`config.mk`:
```
export PLATFORM = sky130hd
export DESIGN_NAME = binary_gcd_engine
export DESIGN_NICKNAME = d
export VERILOG_FILES = /design/src/rtl/gcd_pkg.sv /design/src/rtl/gcd_step.sv /design/src/rtl/binary_gcd_engine.sv
export SDC_FILE = /design/constraint.sdc
export NUM_CORES = 1
export LEC_CHECK = 0
export CAP_MARGIN = 40
export CORE_UTILIZATION = 50
export CTS_BUF_LIST = sky130_fd_sc_hd__clkbuf_16
export CTS_CLUSTER_DIAMETER = 40
export CTS_CLUSTER_SIZE = 28
export DETAILED_ROUTE_END_ITERATION = 10
export PLACE_DENSITY = 0.72
export SLEW_MARGIN = 20
export SYNTH_ARGS = -nofsm -noshare
export SYNTH_HDL_FRONTEND = slang
export SYNTH_SLANG_ARGS = --single-unit
```
`constraint.sdc`:
```
create_clock -name clk -period 4 [get_ports clk]
set_input_delay 0.8 -clock clk [delete_from_list [all_inputs] [get_ports clk]]
set_output_delay 0.8 -clock clk [all_outputs]
set_load 0.1 [all_outputs]
```
`src/rtl/gcd_pkg.sv`:
```
// Shared types and helpers for the binary GCD engine.
// Provides the FSM state enum and the width rule for the power-of-two counter.
package gcd_pkg;

  typedef enum logic [1:0] {
    IDLE = 2'd0,
    RUN  = 2'd1,
    DONE = 2'd2
  } state_t;

  // k counts common factors of two; at most WIDTH of them exist.
  function automatic int k_width(input int w);
    return $clog2(w + 1);
  endfunction

endpackage

```
`src/rtl/gcd_step.sv`:
```
// One combinational reduction step of Stein's binary GCD.
// Ports: ra, rb in; ra_next, rb_next, k_inc (common factor 2 removed), term (an operand is zero).
module gcd_step #(
  parameter int WIDTH = 16
) (
  input  logic [WIDTH-1:0] ra,
  input  logic [WIDTH-1:0] rb,
  output logic [WIDTH-1:0] ra_next,
  output logic [WIDTH-1:0] rb_next,
  output logic             k_inc,
  output logic             term
);

  logic ra_zero;
  logic rb_zero;
  logic ra_even;
  logic rb_even;
  logic ra_ge;

  assign ra_zero = (ra == '0);
  assign rb_zero = (rb == '0);
  assign ra_even = ~ra[0];
  assign rb_even = ~rb[0];
  assign ra_ge   = (ra >= rb);

  always_comb begin
    ra_next = ra;
    rb_next = rb;
    k_inc   = 1'b0;
    term    = 1'b0;
    if (ra_zero || rb_zero) begin
      term = 1'b1;
    end else if (ra_even && rb_even) begin
      ra_next = ra >> 1;
      rb_next = rb >> 1;
      k_inc   = 1'b1;
    end else if (ra_even) begin
      ra_next = ra >> 1;
    end else if (rb_even) begin
      rb_next = rb >> 1;
    end else if (ra_ge) begin
      ra_next = (ra - rb) >> 1;
    end else begin
      // Swap so the smaller odd value stays in rb.
      ra_next = (rb - ra) >> 1;
      rb_next = ra;
    end
  end

endmodule

```
`src/rtl/binary_gcd_engine.sv`:
```
// Multi-cycle Stein GCD engine with start/busy/done handshake and registered result.
// Ports: clk, reset (async, active-high), start, a, b in; busy, done, gcd out. Option macro: GCD_SIGNED_EN.
module binary_gcd_engine #(
  parameter int WIDTH = 16
) (
  input  logic             clk,
  input  logic             reset,
  input  logic             start,
  input  logic [WIDTH-1:0] a,
  input  logic [WIDTH-1:0] b,
  output logic             busy,
  output logic             done,
  output logic [WIDTH-1:0] gcd
);

  import gcd_pkg::*;

  localparam int KW = k_width(WIDTH);

  state_t           state;
  logic [WIDTH-1:0] ra;
  logic [WIDTH-1:0] rb;
  logic [KW-1:0]    k;
  logic [WIDTH-1:0] a_in;
  logic [WIDTH-1:0] b_in;
  logic [WIDTH-1:0] ra_nx;
  logic [WIDTH-1:0] rb_nx;
  logic [WIDTH-1:0] res;
  logic             k_inc;
  logic             term;

`ifdef GCD_SIGNED_EN
  // Negating the most negative value wraps to 2^(WIDTH-1), its true magnitude.
  assign a_in = a[WIDTH-1] ? (~a + 1'b1) : a;
  assign b_in = b[WIDTH-1] ? (~b + 1'b1) : b;
`else
  assign a_in = a;
  assign b_in = b;
`endif

  gcd_step #(
    .WIDTH(WIDTH)
  ) u_step (
    .ra      (ra),
    .rb      (rb),
    .ra_next (ra_nx),
    .rb_next (rb_nx),
    .k_inc   (k_inc),
    .term    (term)
  );

  assign res = (ra == '0) ? rb : ra;

  always_ff @(posedge clk or posedge reset) begin
    if (reset) begin
      state <= IDLE;
      busy  <= 1'b0;
      done  <= 1'b0;
      gcd   <= '0;
      ra    <= '0;
      rb    <= '0;
      k     <= '0;
    end else begin
      unique case (state)
        IDLE, DONE: begin
          done <= 1'b0;
          if (start) begin
            ra    <= a_in;
            rb    <= b_in;
            k     <= '0;
            busy  <= 1'b1;
            state <= RUN;
          end else begin
            state <= IDLE;
          end
        end
        RUN: begin
          if (term) begin
            gcd   <= res << k;
            done  <= 1'b1;
            busy  <= 1'b0;
            state <= DONE;
          end else begin
            ra <= ra_nx;
            rb <= rb_nx;
            if (k_inc) k <= k + KW'(1);
          end
        end
        default: begin
          busy  <= 1'b0;
          done  <= 1'b0;
          state <= IDLE;
        end
      endcase
    end
  end

endmodule

```
==> results.ini <==
[drt]
route.detailed.drc = 0
ant_nets = 0
vias = 5090
drt_wl_total_mm = 15.7
wl_met1_mm = 7.00
highest_layer = met4
first_pass_iters = 6
wl_met2_mm = 7.14
wl_met3_mm = 1.19
wl_per_cell_um = 19.8
avgViaCountPerCell = 6.42
drtIter0Drc = 497

[floorplanning]
core_area_um2 = 9420
die_h_um = 101
io_pins = 53
start_util_pct = 52.5
die_area_um2 = 10300
die_w_um = 101
num_rows = 35

[grt]
grtUsageTotal_pct = 32.1
grt_pass1_vias = 4745
grt_pass1_wl_mm = 25.3
grt_max_degree = 41
grt_overflow_total = 0
antenna_found_initial = 0

[clock_tree]
htree_num_levels = 2
worstSkewPairLatency_ns = 0.30
cts-root-buf = clkbuf_16
clkSinkCount = 56
cts_hold_buf = 0
clock_path_buffers = 2
cts_resized = 0
post-cts-setup-buffer-count = 0
cts_tree = yes
path_clk_slew_ns = 0.08
cts_buffers = 5

[yosys]
yosysWarningCount = 0
ys_ff_latch = 56
syn_nets = 686
synth_edf_count = 0
synth-main-ff-cell = dfrtp_1
syn_area_per_cell_um2 = 8.03
synthCells = 616
synth-seq-area-share_pct = 28.3
yosysUniqueCellTypes = 63
async_flop_share_pct = 100
netlist_area_um2 = 4950

[setup_path]
cp.required_ns = 4.18
endpoint_kind = flop
worstSetupStartpointType = flop
worstPathArrival_ns = 3.78
critPathMaxFanout = 15
crit_type = flop to flop

[timing]
clock.fmax_mhz = 278
tightest_slew_ns = 0.834
min_period_over_period_pct = 89.9
max_slew_margin_pct = 44.2
rsz0062_at_grt = false
slew_violations = 0
fin_tns_setup_ns = 0
period_needed_ns = 3.60
fin_ws_ns = 0.405
fin_skew_ns = 0.00932
finalHoldViolCount = 0
final-setup-viol-count = 0

[min_path]
hold_class = flop to flop

[place]
hpwl_mm = 11.8
gp_congestion = 0.954
portBuffers = 52
preCtsSetupSlack_ns = 0.474
placed_area_um2 = 5800

[final_layout]
finalCoreUtilization_pct = 63.4
fillers = 838
drive_above_1_share_pct = 7.98
nNetsFinal = 733
post-route-cell-area_um2 = 5970
diodes = 0
area_delta_synth_final_pct = 20.8

[outcome]
status = completed

[job]
maxCapViolCount = 0

==> cells by family after synthesis <==
logic type	synth area share (%)
xor+xnor	2.12
mux	7.69
simple gates	15.8
buf+inv	6.86
flops	28.3
compound gates	30.1
fa+ha+maj	9.16
==> worst max-delay path, stage by stage, from the launching register on <==
cell      delay (ns)
dfrtp_1         0.47
inv_1           0.12
ha_1            0.24
fa_1            0.39
nand3b_1        0.21
a311o_1         0.30
a21o_1          0.22
a21oi_4         0.44
mux2_2          0.43
o221ai_2        0.15
xor2_1          0.09
a221oi_1        0.32
nor3_1          0.10
==> layout by cell type (no fill, tap or decap), types with 5 or more instances in the layout <==
cell type	n
a211oi_1	6
a21o_1	11
a21oi_1	59
a221oi_1	6
a22o_1	11
a31oi_1	11
and3_1	6
buf_4	9
buf_8	20
clkbuf_16	5
clkdlybuf4s50_1	52
dfrtp_1	56
ha_1	33
inv_1	43
mux2_2	8
mux2i_1	29
nand2_1	48
nand3_1	8
nor2_1	43
nor2b_1	9
nor3_1	20
nor4_1	9
o211ai_1	28
o21a_1	7
o21ai_0	47
o22ai_1	9
or3_1	5
xnor2_1	6
xor2_1	6
==> sequential cells by signal (all words and copies together), names as in the netlist <==
signal and count:
k 5, ra 16, gcd 16, done 1, busy 1, state 1, rb 16
==> area by class of cell <==
class	count	area, um^2	area share [%]
clock buffers	5	125	2.09
clock inverters	3	20.0	0.335
inverters	44	165	2.76
multi-input cells	475	3210	53.8
flip-flops and latches	56	1400	23.5
well taps	129	161	2.70
repair buffers	81	888	14.9
==> final timing paths <==
| kind | end | slack (ns) | depth (start not counted) | from |
|---|---|---|---|---|
| min in group asynchronous | gcd[6] | 0.84 | 2 | reset |
| max | ra[4] | 0.40 | 12 | ra[0] |
| max reg2reg | ra[4] | 0.40 | 12 | ra[0] |
| min | gcd[14] | 0.49 | 2 | gcd[14] |
| max in group asynchronous | ra[14] | 2.28 | 3 | reset |
| min reg2reg | gcd[14] | 0.49 | 2 | gcd[14] |
==> through the flow <==
step                      instances  hold WS (ns)
after floorplan                 616         0.480
after global routing            793         0.510
after CTS                       791         0.489
final                           793         0.488
after global placement          765         0.462
after detailed placement        783         0.471
==> metal layers <==
metal	up-vias	global-route usage, %
met1	2437	47.0
met4	0	11.5
li1	2367	-
met2	254	48.7
met3	32	4.00
met5	-	0
==> cell usage after synthesis (all sizes together) (10+ instances only) <==
library cell | instances | area share [%]
a21oi | 62 | 6.6
dfrtp | 56 | 28
nand2 | 48 | 3.6
o21ai | 48 | 4.9
inv | 44 | 3.3
nor2 | 43 | 3.3
ha | 33 | 8.3
clkbuf | 30 | 2.3
mux2i | 29 | 5.9
o211ai | 28 | 4.2
nor3 | 20 | 2.0
a21o | 11 | 1.7
a22o | 11 | 1.9
a31oi | 11 | 1.4
buf | 11 | 1.2
nor2b | 10 | 1.3
Power is left out: the tool's default activity adds up to more than one toggle a clock period on the data nets, which glitch-free logic cannot reach.
